<file path="src/rtl/uart_tx_loader.sv">
// uart_tx_loader: 8N1 UART transmitter fed by a small valid/ready byte FIFO, frames go out back-to-back.
// Define UART_TX_PARITY_EN to insert an even-parity bit between data and stop (8E1 frames).

module uart_tx_loader #(
  parameter int CLKS_PER_BIT = 868,
  parameter int FIFO_DEPTH   = 4
) (
  input  logic                          clk,
  input  logic                          rst,
  input  logic [7:0]                    tx_data,
  input  logic                          tx_valid,
  output logic                          tx_ready,
  output logic                          tx_serial,
  output logic                          busy,
  output logic [$clog2(FIFO_DEPTH):0]   fifo_count
);

  localparam int AW = $clog2(FIFO_DEPTH);
  localparam int CW = AW + 1;
  localparam int BW = $clog2(CLKS_PER_BIT);

  localparam logic [BW-1:0] BAUD_LAST = BW'(CLKS_PER_BIT - 1);
  localparam logic [CW-1:0] DEPTH_C   = CW'(FIFO_DEPTH);

`ifdef UART_TX_PARITY_EN
  typedef enum logic [2:0] {IDLE, START, DATA, PARITY, STOP} state_t;
`else
  typedef enum logic [1:0] {IDLE, START, DATA, STOP} state_t;
`endif

  // ---------------- byte FIFO ----------------
  logic [FIFO_DEPTH-1:0][7:0] mem;
  logic [AW-1:0]              wr_ptr, rd_ptr;
  logic [CW-1:0]              count;
  logic                       push, pop;
  logic [7:0]                 head;

  // Ready comes from the registered count only, so tx_valid never loops back into tx_ready.
  assign tx_ready   = (count < DEPTH_C);
  assign push       = tx_valid && tx_ready;
  assign fifo_count = count;
  assign head       = mem[rd_ptr];

  always_ff @(posedge clk) begin
    if (push) mem[wr_ptr] <= tx_data;
  end

  always_ff @(posedge clk or negedge rst) begin
    if (!rst) begin
      wr_ptr <= '0;
      rd_ptr <= '0;
      count  <= '0;
    end else begin
      if (push) wr_ptr <= wr_ptr + AW'(1);
      if (pop)  rd_ptr <= rd_ptr + AW'(1);
      case ({push, pop})
        2'b10:   count <= count + CW'(1);
        2'b01:   count <= count - CW'(1);
        default: count <= count;
      endcase
    end
  end

  // ---------------- frame FSM ----------------
  state_t        state, state_n;
  logic [BW-1:0] baud, baud_n;
  logic [2:0]    bit_idx, bit_n;
  logic [7:0]    shift, shift_n;
  logic          ser_n;
  logic          baud_done, head_avail;
`ifdef UART_TX_PARITY_EN
  logic          par, par_n;
`endif

  assign baud_done  = (baud == BAUD_LAST);
  assign head_avail = (count != '0);
  assign busy       = (state != IDLE);

  always_ff @(posedge clk or negedge rst) begin
    if (!rst) begin
      state     <= IDLE;
      baud      <= '0;
      bit_idx   <= '0;
      shift     <= '0;
      tx_serial <= 1'b1;
`ifdef UART_TX_PARITY_EN
      par       <= 1'b0;
`endif
    end else begin
      state     <= state_n;
      baud      <= baud_n;
      bit_idx   <= bit_n;
      shift     <= shift_n;
      tx_serial <= ser_n;
`ifdef UART_TX_PARITY_EN
      par       <= par_n;
`endif
    end
  end

  always_comb begin
    state_n = state;
    baud_n  = baud + BW'(1);
    bit_n   = bit_idx;
    shift_n = shift;
    pop     = 1'b0;
`ifdef UART_TX_PARITY_EN
    par_n   = par;
`endif
    case (state)
      IDLE: begin
        baud_n = '0;
        if (head_avail) begin
          pop     = 1'b1;
          shift_n = head;
`ifdef UART_TX_PARITY_EN
          par_n   = ^head;
`endif
          state_n = START;
        end
      end
      START: begin
        if (baud_done) begin
          baud_n  = '0;
          bit_n   = '0;
          state_n = DATA;
        end
      end
      DATA: begin
        if (baud_done) begin
          baud_n  = '0;
          shift_n = {1'b0, shift[7:1]};
          bit_n   = bit_idx + 3'd1;
          if (bit_idx == 3'd7) begin
`ifdef UART_TX_PARITY_EN
            state_n = PARITY;
`else
            state_n = STOP;
`endif
          end
        end
      end
`ifdef UART_TX_PARITY_EN
      PARITY: begin
        if (baud_done) begin
          baud_n  = '0;
          state_n = STOP;
        end
      end
`endif
      STOP: begin
        if (baud_done) begin
          baud_n = '0;
          // Chain straight into the next start bit when a byte is waiting.
          if (head_avail) begin
            pop     = 1'b1;
            shift_n = head;
`ifdef UART_TX_PARITY_EN
            par_n   = ^head;
`endif
            state_n = START;
          end else begin
            state_n = IDLE;
          end
        end
      end
      default: begin
        baud_n  = '0;
        state_n = IDLE;
      end
    endcase

    // Line level is registered from the next state so it changes on the same edge as the state.
    case (state_n)
      START:   ser_n = 1'b0;
      DATA:    ser_n = shift_n[0];
`ifdef UART_TX_PARITY_EN
      PARITY:  ser_n = par_n;
`endif
      default: ser_n = 1'b1;
    endcase
  end

endmodule

</file>
<file path="config.mk">
export PLATFORM = sky130hd
export DESIGN_NAME = uart_tx_loader
export DESIGN_NICKNAME = d
export VERILOG_FILES = /design/src/rtl/uart_tx_loader.sv
export SDC_FILE = /design/constraint.sdc
export NUM_CORES = 1
export LEC_CHECK = 0
export BUFFER_PORTS_ARGS = -buffer_cell sky130_fd_sc_hd__buf_2
export CAP_MARGIN = 20
export CORE_MARGIN = 3
export CORE_UTILIZATION = 45
export DETAILED_ROUTE_END_ITERATION = 10
export SYNTH_ARGS = -nofsm -noshare
export SYNTH_HDL_FRONTEND = slang
export SYNTH_SLANG_ARGS = --single-unit
</file>
<file path="constraint.sdc">
create_clock -name clk -period 3.35 [get_ports clk]
set_clock_uncertainty 0.1 [all_clocks]
set_input_delay 0.1675 -clock clk [delete_from_list [all_inputs] [get_ports clk]]
set_output_delay 0.1675 -clock clk [all_outputs]
set_load 0.05 [all_outputs]
</file>
==> impl_metrics.py <==
metrics = {
    "drt": {
        "wl_per_cell_um": 15.6,
        "dr_total_vias": 1777,
        "antenna_left": 0,
        "drc": 0,
        "routed_wl_um": 5180,
        "drt_iter0_markers": 92,
        "vias_per_cell": 5.34,
        "drt_pass1_iterations": 4,
    },
    "final_layout": {
        "insertedDiodeCount": 0,
        "area_delta_synth_final_pct": 15.1,
        "fin_nets": 275,
        "drive_above_1_share_pct": 19.1,
    },
    "global_routing": {
        "grt_max_degree": 32,
        "globalRoute.busiestLayer": "met2",
        "grt_first_pass_wirelength_um": 8950,
        "grtUsageTotal_pct": 15.5,
        "use_met3_pct": 5.68,
        "met2_usage_pct": 24.2,
        "grtUsageMet1_pct": 20.4,
        "antenna_found_initial": 0,
        "grt_pass1_vias": 1801,
        "grt-ovfl-total": 0,
    },
    "power": {
        "ir_drop_v": 0.000471,
        "power_density_nw_per_um2": 818,
        "power_leakage_nw": 1.44,
    },
    "synth": {
        "ys_seq_area_share_pct": 58.3,
        "synth_edf_count": 32,
        "synth_area_per_cell_um2": 13.4,
        "synthFlopType": "edfxtp_1",
        "synth_cell_types": 43,
        "synthesis.nets": 246,
        "ys_ff_latch": 63,
        "syn_inst": 222,
        "synth_warnings": 0,
        "synthesis.area_um2": 2980,
        "async_flop_share_pct": 49.2,
    },
    "worst_setup_path": {
        "setup.worst_path.start_class": "flop",
        "cp.required_ns": 3.51,
        "rr_worst_depth": 10,
        "r2r-end": "fifo_count[2]",
        "arrival_ns": 2.95,
        "startpoint": "baud[0]",
        "critPathMaxFanout": 10,
        "end_kind": "flop",
        "rrSetupSlack_ns": 0.56,
        "reg2reg_from": "baud[0]",
        "critical_path_class": "reg -> reg",
        "crit_end": "fifo_count[2]",
    },
    "placed_design": {
        "gp_congestion": 0.730,
        "placement.io_buffers": 16,
        "dpl.hpwl_um": 3500,
        "pre_cts_ws_ns": 0.560,
    },
    "clocking": {
        "cts_tree": "done",
        "clockBufferDepth": 2,
        "cts.reportedPaths.clkPinSlew_ns": 0.08,
        "cts_buffers": 9,
        "clock-sinks": 63,
        "ctsResizeCount": 0,
        "root_buffer": "clkbuf_8",
        "htree_levels": 3,
        "worstSkewPairLatency_ns": 0.34,
    },
    "sta": {
        "finalSetupTns_ns": 0,
        "finalSetupViolCount": 0,
        "slew_violations": 0,
        "fmax_ghz": 0.359,
        "rsz0062_at_grt": "false",
        "maxSlewHeadroom_pct": 50.2,
        "finalHoldViolations": 0,
        "min_period_ns": 2.79,
        "worst_slack_ns": 0.564,
        "fin_crit_sh_pct": 83.2,
        "worstMarginPinSlew_ns": 0.741,
        "hold_ws_ns": 0.188,
    },
    "outcome": {
        "status": "finished clean",
    },
    "floorplan": {
        "die_x_um": 87.4,
        "dieArea_um2": 7640,
        "die_h_um": 87.4,
        "rows": 29,
        "ioPinCount": 17,
        "start_util_pct": 46.7,
        "coreArea_um2": 6390,
    },
    "worst_hold_path": {
        "holdCritPathClass": "in -> reg",
    },
    "run": {
        "maxCapViolations": 0,
    },
}
cell families (layout without fill, tap and decap cells):
kind of cell,after synthesis,count (layout),share of synthesized area (%)
xor+xnor,13,13,3.82
buf+inv,20,54,2.85
fa+ha+maj,13,13,5.70
flops,63,63,58.3
mux,15,15,8.43
simple gates,60,60,11.2
compound gates,38,38,9.77
layout make-up:
cell class              instances  area (um^2)
clock inverters                 7         95.1
clock buffers                   9          124
multi-input cells             139         1160
flip-flops and latches         63         1740
inverters                      13         48.8
well taps                      77         96.3
repair buffers                 25          170
fillers                       528         2950
synth_stat cells (7+ instances only):
master	n	area, um^2
a22o_1	10	87.6
dfrtp_1	30	751
edfxtp_1	32	961
ha_1	12	150
inv_1	13	48.8
mux4_2	8	180
nand2_1	7	26.3
nand3_1	13	65.1
nor2_1	13	48.8
o21ai_0	14	70.1
xnor2_1	7	61.3
critical path: stages (launching register included):
cell and delay, ns:
dfrtp_1 0.39, ha_1 0.22, nor4b_4 0.30, a41oi_2 0.34
nor3_2 0.30, ha_1 0.24, inv_1 0.06, fa_1 0.38
xor2_1 0.15, nor2_1 0.11, xnor2_1 0.12
worst min-delay path by stage:
stage,from,endpoint,slack [ns],depth (start not counted)
2_1_floorplan,rst,baud[0],-0.23,0
3_3_place_gp,rst,bit_idx[1],0.16,1
3_5_place_dp,rst,bit_idx[1],0.18,1
4_1_cts,tx_valid,wr_ptr[0],0.19,3
5_1_grt,tx_valid,wr_ptr[0],0.22,3
6_report,tx_valid,wr_ptr[0],0.19,3
registers in the layout, indices dropped and copies added (netlist names):
register and count:
bit_idx 3, shift 8, fifo_count 3, state 2, mem 32, tx_serial 1
wr_ptr 2, baud 10, rd_ptr 2
stage by stage:
stage	util, %	std cells	total power [W]	area (um^2)
after floorplan	-	222	0.00188	2980
after global placement	48.9	308	0.00208	3120
after detailed placement	48.9	308	0.00211	3120
after CTS	53.7	333	0.00285	3430
after global routing	53.7	333	0.00301	3430
final	53.7	333	0.00281	3430
metal layers:
| layer | vias to the layer above | routed length (um) |
|---|---|---|
| met5 | - | 0 |
| met4 | 0 | 71 |
| met3 | 5 | 159 |
| met2 | 20 | 2460 |
| met1 | 864 | 2490 |
| li1 | 888 | - |
cells in the final DEF (no fill, tap or decap), types with 2 or more instances in the layout:
| cell | count |
|---|---|
| edfxtp_1 | 32 |
| or3_1 | 2 |
| mux4_2 | 8 |
| inv_1 | 13 |
| o21ai_0 | 14 |
| mux2i_1 | 6 |
| nand3_1 | 13 |
| nor2_1 | 13 |
| buf_2 | 16 |
| inv_6 | 2 |
| and3_1 | 4 |
| ha_1 | 12 |
| a21oi_1 | 2 |
| nand2_1 | 7 |
| clkbuf_8 | 9 |
| dlygate4sd3_1 | 9 |
| and2_1 | 6 |
| bufinv_16 | 2 |
| nor3_1 | 6 |
| o211ai_1 | 2 |
| xnor2_1 | 7 |
| dfrtp_1 | 30 |
| nand4_1 | 2 |
| xor2_1 | 6 |
| a22o_1 | 10 |
repair_timing:
action | in CTS | in global routing
setup buffers | 0 | 0
hold buffers | 9 | 0
endpoints found under the hold margin | 62 | 0
power breakdown:
part	internal [W]	switching [W]	total [W]
logic	0.000377	0.000546	0.000922
clock network	0.000421	0.000308	0.000730
registers	0.000995	0.000161	0.00116
total	0.00179	0.00101	0.00281
(Power assumes the default switching activity.)
